## src/rtl/demux4_pkg.sv

```systemverilog
// demux4_pkg: shared constants and types for the 1-to-4 dispatch demultiplexer.
//   CH_NUM   number of output channels
//   SEL_W    width of a channel select
//   ch_sel_t channel index type (used for in_sel, rr_ptr and the decoded target)
package demux4_pkg;

    localparam int CH_NUM = 4;
    localparam int SEL_W  = 2;

    typedef logic [SEL_W-1:0] ch_sel_t;

    // Round-robin successor; wraps naturally at CH_NUM because CH_NUM == 2**SEL_W.
    function automatic ch_sel_t next_ch(input ch_sel_t cur);
        return cur + ch_sel_t'(1);
    endfunction

endpackage

```

## src/rtl/demux4_slot.sv

```systemverilog
// demux4_slot: one-entry registered slot with valid/ready on both sides.
//   clk, rst_n         clock, asynchronous active-low reset
//   in_valid/in_ready  upstream handshake (in_ready = empty or draining this cycle)
//   in_data            beat payload, captured on accept
//   out_valid          slot holds a beat
//   out_ready          consumer takes the held beat this cycle
//   out_data           held beat, stable while out_valid & ~out_ready
module demux4_slot #(
    parameter int DATA_W = 8
) (
    input  logic              clk,
    input  logic              rst_n,
    input  logic              in_valid,
    output logic              in_ready,
    input  logic [DATA_W-1:0] in_data,
    output logic              out_valid,
    input  logic              out_ready,
    output logic [DATA_W-1:0] out_data
);

    logic load;

    // Draining and refilling in the same cycle keeps the slot full with no bubble.
    assign in_ready = ~out_valid | out_ready;
    assign load     = in_valid & in_ready;

    always_ff @(posedge clk or negedge rst_n) begin
        if (!rst_n) begin
            out_valid <= 1'b0;
            out_data  <= '0;
        end else begin
            if (load) begin
                out_valid <= 1'b1;
                out_data  <= in_data;
            end else if (out_ready) begin
                out_valid <= 1'b0;
            end
        end
    end

endmodule

```

## src/rtl/demux4_dispatch.sv

```systemverilog
// demux4_dispatch: steers one valid/ready input stream into one of four
// one-entry output slots, chosen by in_sel or by an internal round-robin pointer.
//   clk, rst_n           clock, asynchronous active-low reset
//   in_valid/in_ready    producer handshake; in_ready follows the target slot only
//   in_data              beat payload
//   in_sel               explicit target channel when rr_en = 0
//   rr_en                1: target is rr_ptr, which advances on every accepted beat
//   out_valid/out_ready  per-channel consumer handshake (bit i = channel i)
//   out_data             channel i at [i*DATA_W +: DATA_W]
//   rr_ptr               current round-robin pointer
module demux4_dispatch
    import demux4_pkg::*;
#(
    parameter int DATA_W = 8
) (
    input  logic                     clk,
    input  logic                     rst_n,
    input  logic                     in_valid,
    output logic                     in_ready,
    input  logic [DATA_W-1:0]        in_data,
    input  logic [SEL_W-1:0]         in_sel,
    input  logic                     rr_en,
    output logic [CH_NUM-1:0]        out_valid,
    input  logic [CH_NUM-1:0]        out_ready,
    output logic [CH_NUM*DATA_W-1:0] out_data,
    output logic [SEL_W-1:0]         rr_ptr
);

    ch_sel_t             tgt;
    logic [CH_NUM-1:0]   slot_ready;
    logic [CH_NUM-1:0]   slot_valid_in;
    logic                accept;

    assign tgt      = rr_en ? rr_ptr : in_sel;
    assign in_ready = slot_ready[tgt];
    assign accept   = in_valid & in_ready;

    // Only the targeted slot sees in_valid; the others keep draining independently.
    for (genvar i = 0; i < CH_NUM; i++) begin : g_slot
        assign slot_valid_in[i] = in_valid & (tgt == ch_sel_t'(i));

        demux4_slot #(
            .DATA_W (DATA_W)
        ) u_slot (
            .clk       (clk),
            .rst_n     (rst_n),
            .in_valid  (slot_valid_in[i]),
            .in_ready  (slot_ready[i]),
            .in_data   (in_data),
            .out_valid (out_valid[i]),
            .out_ready (out_ready[i]),
            .out_data  (out_data[i*DATA_W +: DATA_W])
        );
    end

    // Strict order: a full target blocks the producer rather than skipping ahead.
    always_ff @(posedge clk or negedge rst_n) begin
        if (!rst_n) begin
            rr_ptr <= '0;
        end else if (accept && rr_en) begin
            rr_ptr <= next_ch(rr_ptr);
        end
    end

endmodule

```

## config.mk

```make
export PLATFORM = sky130hd
export DESIGN_NAME = demux4_dispatch
export DESIGN_NICKNAME = d
export VERILOG_FILES = /design/src/rtl/demux4_pkg.sv /design/src/rtl/demux4_slot.sv /design/src/rtl/demux4_dispatch.sv
export SDC_FILE = /design/constraint.sdc
export NUM_CORES = 1
export LEC_CHECK = 0
export ABC_AREA = 1
export BUFFER_PORTS_ARGS = -buffer_cell sky130_fd_sc_hd__buf_2
export CORE_UTILIZATION = 45
export DETAILED_ROUTE_END_ITERATION = 8
export PLACE_DENSITY = 0.81
export RECOVER_POWER = 25
export SLEW_MARGIN = 20
export SYNTH_ARGS = -nofsm -noshare
export SYNTH_HDL_FRONTEND = slang
export SYNTH_SLANG_ARGS = --single-unit
```

## constraint.sdc

```tcl
create_clock -name clk -period 3.11 [get_ports clk]
set_input_delay 0.7775 -clock clk [delete_from_list [all_inputs] [get_ports clk]]
set_output_delay 0.7775 -clock clk [all_outputs]
set_load 0.05 [all_outputs]
```

==> results.md, run 1 <==
* Status: finished, violations left
* Violated checks: capacitance limit, slew limit
* Unrepaired setup endpoints after global routing: no
* Commonest non-fill, non-tap cells in the layout: 55 x buf_2, 49 x nand2_1, 38 x dfrtp_1
* Synth Register Bits at 38
* Critical-path maximum fanout at 6
* Worst Setup End Kind: output pin
* Commonest non-fill, non-tap cell in the layout: buf_2
* Clk_lat worst skew at 0.34 ns
* Setup TNS at 0 ns
* First-pass GRT wire length at 5.340 mm
* DR DRC count at 0
* Num CTS Buffers at 5
* Clock-pin slew on the worst setup and hold paths at 0.11 ns
* Rows at 21
* Clock root buffer: clkbuf_4
* Netlist Area Pre-Place at 1650 sq um
* Post-synth net total at 187
* Max-Slew Margin vs Limit at -30.93%
* GRT overflow at 0
* Pins Over Slew Limit at 39
* Leakage at 1.086 nW
* Placed cell areas at 1926 sq um
* Initial core utilization at 48.32%
* Area Overhead vs Synth at 20.47%
* Number of global-route vias before repair at 1207
* Worst ir drop on vdd at 0.6398 mV
* DR pass1 iterations at 4
* IO buf count at 56
* Initial antenna violation count at 0
* Tmin final at 2.507 ns
* Post_cts resized at 0
* Largest net degree at the start of global routing at 39
* Worst endpoint required time at 2.33 ns
* H-tree lvl count at 2
* Worst Setup Start Kind: primary input
* Mean post-synth cell area at 9.765 sq um
* Initial drt markers at 41
* Die ar. at 3914 sq um
* Via count at 1253
* Sequential share of the synthesized area at 57.62%
* Die X at 62.56 um
* Vias per std cell at 4.624
* Post-route cell area at 1988 sq um
* IO Count at 57
* Setup bufs post-CTS at 0
* Final setup viols at 0
* CTS Sinks at 38
* Total power at 2.498 mW
* Syn Inst Count at 169
* Routed wire length per instance at 11.59 um
* CTS tree: built
* Maximum clock path buffer count at 2
* DP HPWL at 2.389 mm
* Final Hold Viols at 0
* Layout Nets at 242
* Max Clk Rate at 0.3988 GHz
* Crit Path Class: in -> out
* Die extent in y at 62.56 um
* Final Wtd Congestion at 0.8429
* Crit path DAT at 1.73 ns
* CTS Hold Buffers Added at 0
* DRT Wirelength at 3.141 mm
* Share of cells above drive strength 1 at 36.89%
* Core box area at 3416 sq um
* Worst Tran Pin Value at 1.964 ns
* Max-cap viol count at 1
* Worst Skew at 0.002620 ns
* Antenna Nets Post-Route at 0
* Syn. warnings at 0
* Cell variety after synth at 21
* GRT Total Usage at 17.86%
* Pwr dens at 1256 nW/um^2
* Ant. Diodes at 0
* Cell Count, Final, Fillers Out at 271
* Min-delay worst type: reg -> reg
* Tcrit/Tclk final at 80.63%
* Placed Cells incl. Taps at 263
path summary, 6_finish.rpt:
check                                          endpoint                         start  cells after the start  slack (ns)
min reg2reg                g_slot[0].u_slot.out_data[0]  g_slot[0].u_slot.out_data[0]                      2        0.49
max                                            in_ready                         rr_en                      9        0.60
min                        g_slot[0].u_slot.out_data[0]  g_slot[0].u_slot.out_data[0]                      2        0.49
min in group asynchronous  g_slot[3].u_slot.out_data[7]                         rst_n                      1        0.97
max reg2reg                g_slot[0].u_slot.out_data[2]                     rr_ptr[0]                      6        1.73
max in group asynchronous  g_slot[3].u_slot.out_data[4]                         rst_n                      1        1.02
area by class of cell:
cell class              count  area, sq um
repair buffers             56        279.0
multi-input cells         102        555.5
clock inverters             2        12.51
fillers                   337         1428
flip-flops and latches     38        950.9
clock buffers               6        51.30
well taps                  46        57.56
inverters                  21        81.33
worst max-delay path, stage by stage:
cell and delay, ns:
buf_2 0.13, nand2_1 0.14, nand2_4 0.12, nand2_1 0.08
nand2_1 0.05, nand2_1 0.07, nand2_1 0.06, inv_1 0.05
buf_2 0.24
report_power, final:
group | internal, mW | total [mW] | leakage [nW] | switching [mW]
sequential | 0.711 | 0.837 | 0.475 | 0.126
clock | 0.109 | 0.272 | 0.0343 | 0.163
combinational | 0.301 | 1.39 | 0.577 | 1.09
total | 1.12 | 2.50 | 1.09 | 1.38
kinds of logic (layout without fill, tap and decap cells):
family                 after synthesis  in the layout  share of synthesized area, %
AO/OA/AOI/OAI                       32             32                         11.52
XOR/XNOR                             1              1                        0.5308
buffers and inverters               29             85                         8.719
flip-flops                          38             38                         57.62
AND/OR/NAND/NOR                     69             69                         21.61
cell usage after synthesis:
cell     instances  area, sq um
buf_6            2        22.52
nand2_2          2        12.51
nand3_1          4        20.02
nor2_2           1        6.260
nand3_4          2        35.03
nor2_4           1        11.26
inv_4            1        6.260
inv_2            1        3.750
nand2_4          1        11.26
dfrtp_1         38        950.9
xor2_1           1        8.760
nand4_1          1        6.260
nor2_1           5        18.77
inv_1           19        71.32
o21ai_2          8        70.07
and2_4           1        8.760
buf_2            2        10.01
nand2_1         49        183.9
nand4_4          2        42.54
o21ai_1         24        120.1
buf_4            4        30.03
flip-flops by register name, indices dropped and copies added, names as in the netlist:
signal,flops
g_slot.u_slot.out_data,32
g_slot.u_slot.out_valid,4
rr_ptr,2
through the flow:
step | setup WS (ns) | util [%] | hold slack [ns]
after floorplan | 0.7866 | - | 0.4819
after detailed placement | 0.5972 | 56.37 | 0.4635
after CTS | 0.5951 | 58.24 | 0.4918
final | 0.6026 | 58.21 | 0.4910
after global placement | 0.6378 | 56.37 | 0.4618
after global routing | 0.5158 | 58.21 | 0.5235
metal layers:
metal	global-route usage (%)	vias to the layer above	routed length, um
met5	0	-	0
met3	7.299	4	230
met1	20.94	562	1322
met2	29.48	46	1553
met4	6.105	0	34
li1	-	641	-
No activity file was read; power rests on OpenSTA's default activity.
==> inputs of run 2 (changes only) <==
==> constraint.sdc (replaced) <==
create_clock -name clk -period 2.52 [get_ports clk]
set_input_delay 0.63 -clock clk [delete_from_list [all_inputs] [get_ports clk]]
set_output_delay 0.63 -clock clk [all_outputs]
set_load 0.05 [all_outputs]
==> results.md, run 2 (synthesis gave the netlist of run 1 again) <==
* Most used cell along the critical path: nand2_1
* Post_cts resized at 0
* Initial core utilization at 48.32%
* Die extent in y at 62.56 um
* Initial antenna violation count at 0
* Maximum clock path buffer count at 2
* Pwr dens at 1551 nW/um^2
* CTS tree: built
* Placed Cells incl. Taps at 263
* Top reg by flops: g_slot.u_slot.out_data
* IO buf count at 56
* Antenna Nets Post-Route at 0
* Tcrit/Tclk final at 89.72%
* Worst Skew at 0.002620 ns
* Pins Over Slew Limit at 39
* Cell Count, Final, Fillers Out at 271
* Min-delay worst type: reg -> reg
* Die ar. at 3914 sq um
* Critical-path maximum fanout at 6
* GRT overflow at 0
* Layout Nets at 242
* Worst Tran Pin Value at 1.964 ns
* Worst endpoint required time at 1.89 ns
* Ant. Diodes at 0
* Initial drt markers at 41
* Vias per std cell at 4.624
* Final Wtd Congestion at 0.8429
* Max stage delay on crit path at 0.45 ns
* Leakage at 1.086 nW
* Violated checks: capacitance limit, slew limit
* Die X at 62.56 um
* Largest register FFs at 32
* Setup TNS at 0 ns
* Largest net degree at the start of global routing at 39
* DRT Wirelength at 3.141 mm
* Final Hold Viols at 0
* Crit Path Class: reg -> out
* CTS Sinks at 38
* Max Clk Rate at 0.4423 GHz
* GRT Total Usage at 17.86%
* Max-Slew Margin vs Limit at -30.93%
* Tmin final at 2.261 ns
* Number of global-route vias before repair at 1207
* Worst Setup Start Kind: register
* Critical path, cell by cell: nand2_1 -> nand2_4 -> nand2_1 -> nand2_1 -> nand2_1 -> nand2_1 -> inv_1 -> buf_2
* Clock root buffer: clkbuf_4
* Share of cells above drive strength 1 at 36.89%
* Crit path DAT at 1.63 ns
* Commonest non-fill, non-tap cells in the layout: 55 x buf_2, 49 x nand2_1, 38 x dfrtp_1
* Commonest non-fill, non-tap cell in the layout: buf_2
* Final setup viols at 0
* Setup bufs post-CTS at 0
* DP HPWL at 2.389 mm
* Logic pwr share at 55.6%
* Largest registers: g_slot.u_slot.out_data: 32 flops, g_slot.u_slot.out_valid: 4 flops, rr_ptr: 2 flops
* IO Count at 57
* CTS Hold Buffers Added at 0
* Clk_lat worst skew at 0.34 ns
* Core box area at 3416 sq um
* Worst ir drop on vdd at 0.7896 mV
* Slowest cell on crit path: dfrtp_1
* Internal power at 1.383 mW
* Post-route cell area at 1988 sq um
* Switch share at 55.15%
* Seq pwr share at 33.5%
* Clock-pin slew on the worst setup and hold paths at 0.11 ns
* H-tree lvl count at 2
* Area Overhead vs Synth at 20.47%
* Worst Setup End Kind: output pin
* Status: finished, violations left
* Psw at 1.700 mW
* Unrepaired setup endpoints after global routing: no
* Worst hold slack at 0.4910 ns
* DR DRC count at 0
* DR pass1 iterations at 4
* Placed cell areas at 1926 sq um
* First-pass GRT wire length at 5.340 mm
* Max-cap viol count at 1
* Num CTS Buffers at 5
* Via count at 1253
* Rows at 21
* Clock share of power at 10.9%
* Routed wire length per instance at 11.59 um
## run 2: cell counts in the layout (fill, tap and decap cells not counted)
Identical to the previous run, type by type.
## run 2: power by group through the flow
stage	logic (mW)	registers, mW	clock network, mW
finish	1.71	1.03	0.336
global route	1.82	1.06	0.379
CTS	1.73	1.04	0.347
detailed placement	1.74	1.04	0
global placement	1.71	1.03	0
floorplan	0.457	1.95	0
## run 2: per-layer routing
metal | track usage, % | part of all wire (%)
met2 | 29.48 | 49
met1 | 20.94 | 42
met5 | 0 | 0
met4 | 6.105 | 1.1
met3 | 7.299 | 7.3
## run 2: final cells by class
| cell class | count | area, sq um |
|---|---|---|
| sequential | 38 | 950.9 |
| clock inverter | 2 | 12.51 |
| multi-input combinational | 102 | 555.5 |
| inverter | 21 | 81.33 |
| tap | 46 | 57.56 |
| clock buffer | 6 | 51.30 |
| timing repair buffer | 56 | 279.0 |
| fill | 337 | 1428 |
## run 2: critical path, delay by kind of cell (launching register included)
family,cells,cell delay (ns)
and+or+nand+nor,6,0.55
DFF,1,0.45
buffers and inverters,2,0.29
## run 2: worst paths after layout
kind / slack (ns) / cells after the start / end / startpoint
setup / recovery: 0.26 / 8 / in_ready / rr_ptr[0]
hold / removal: 0.49 / 2 / g_slot[0].u_slot.out_data[0] / g_slot[0].u_slot.out_data[0]
min in group asynchronous: 0.82 / 1 / g_slot[3].u_slot.out_data[7] / rst_n
setup reg to reg: 1.14 / 6 / g_slot[0].u_slot.out_data[2] / rr_ptr[0]
max in group asynchronous: 0.58 / 1 / g_slot[3].u_slot.out_data[4] / rst_n
hold reg to reg: 0.49 / 2 / g_slot[0].u_slot.out_data[0] / g_slot[0].u_slot.out_data[0]
## run 2: per-stage QoR
step                util, %  setup WS [ns]  total power, mW
floorplan                 -         0.4149            2.406
global placement      56.37         0.3428            2.745
detailed placement    56.37         0.3022            2.776
CTS                   58.24         0.2391            3.114
global route          58.21         0.1424            3.261
finish                58.21         0.2591            3.083
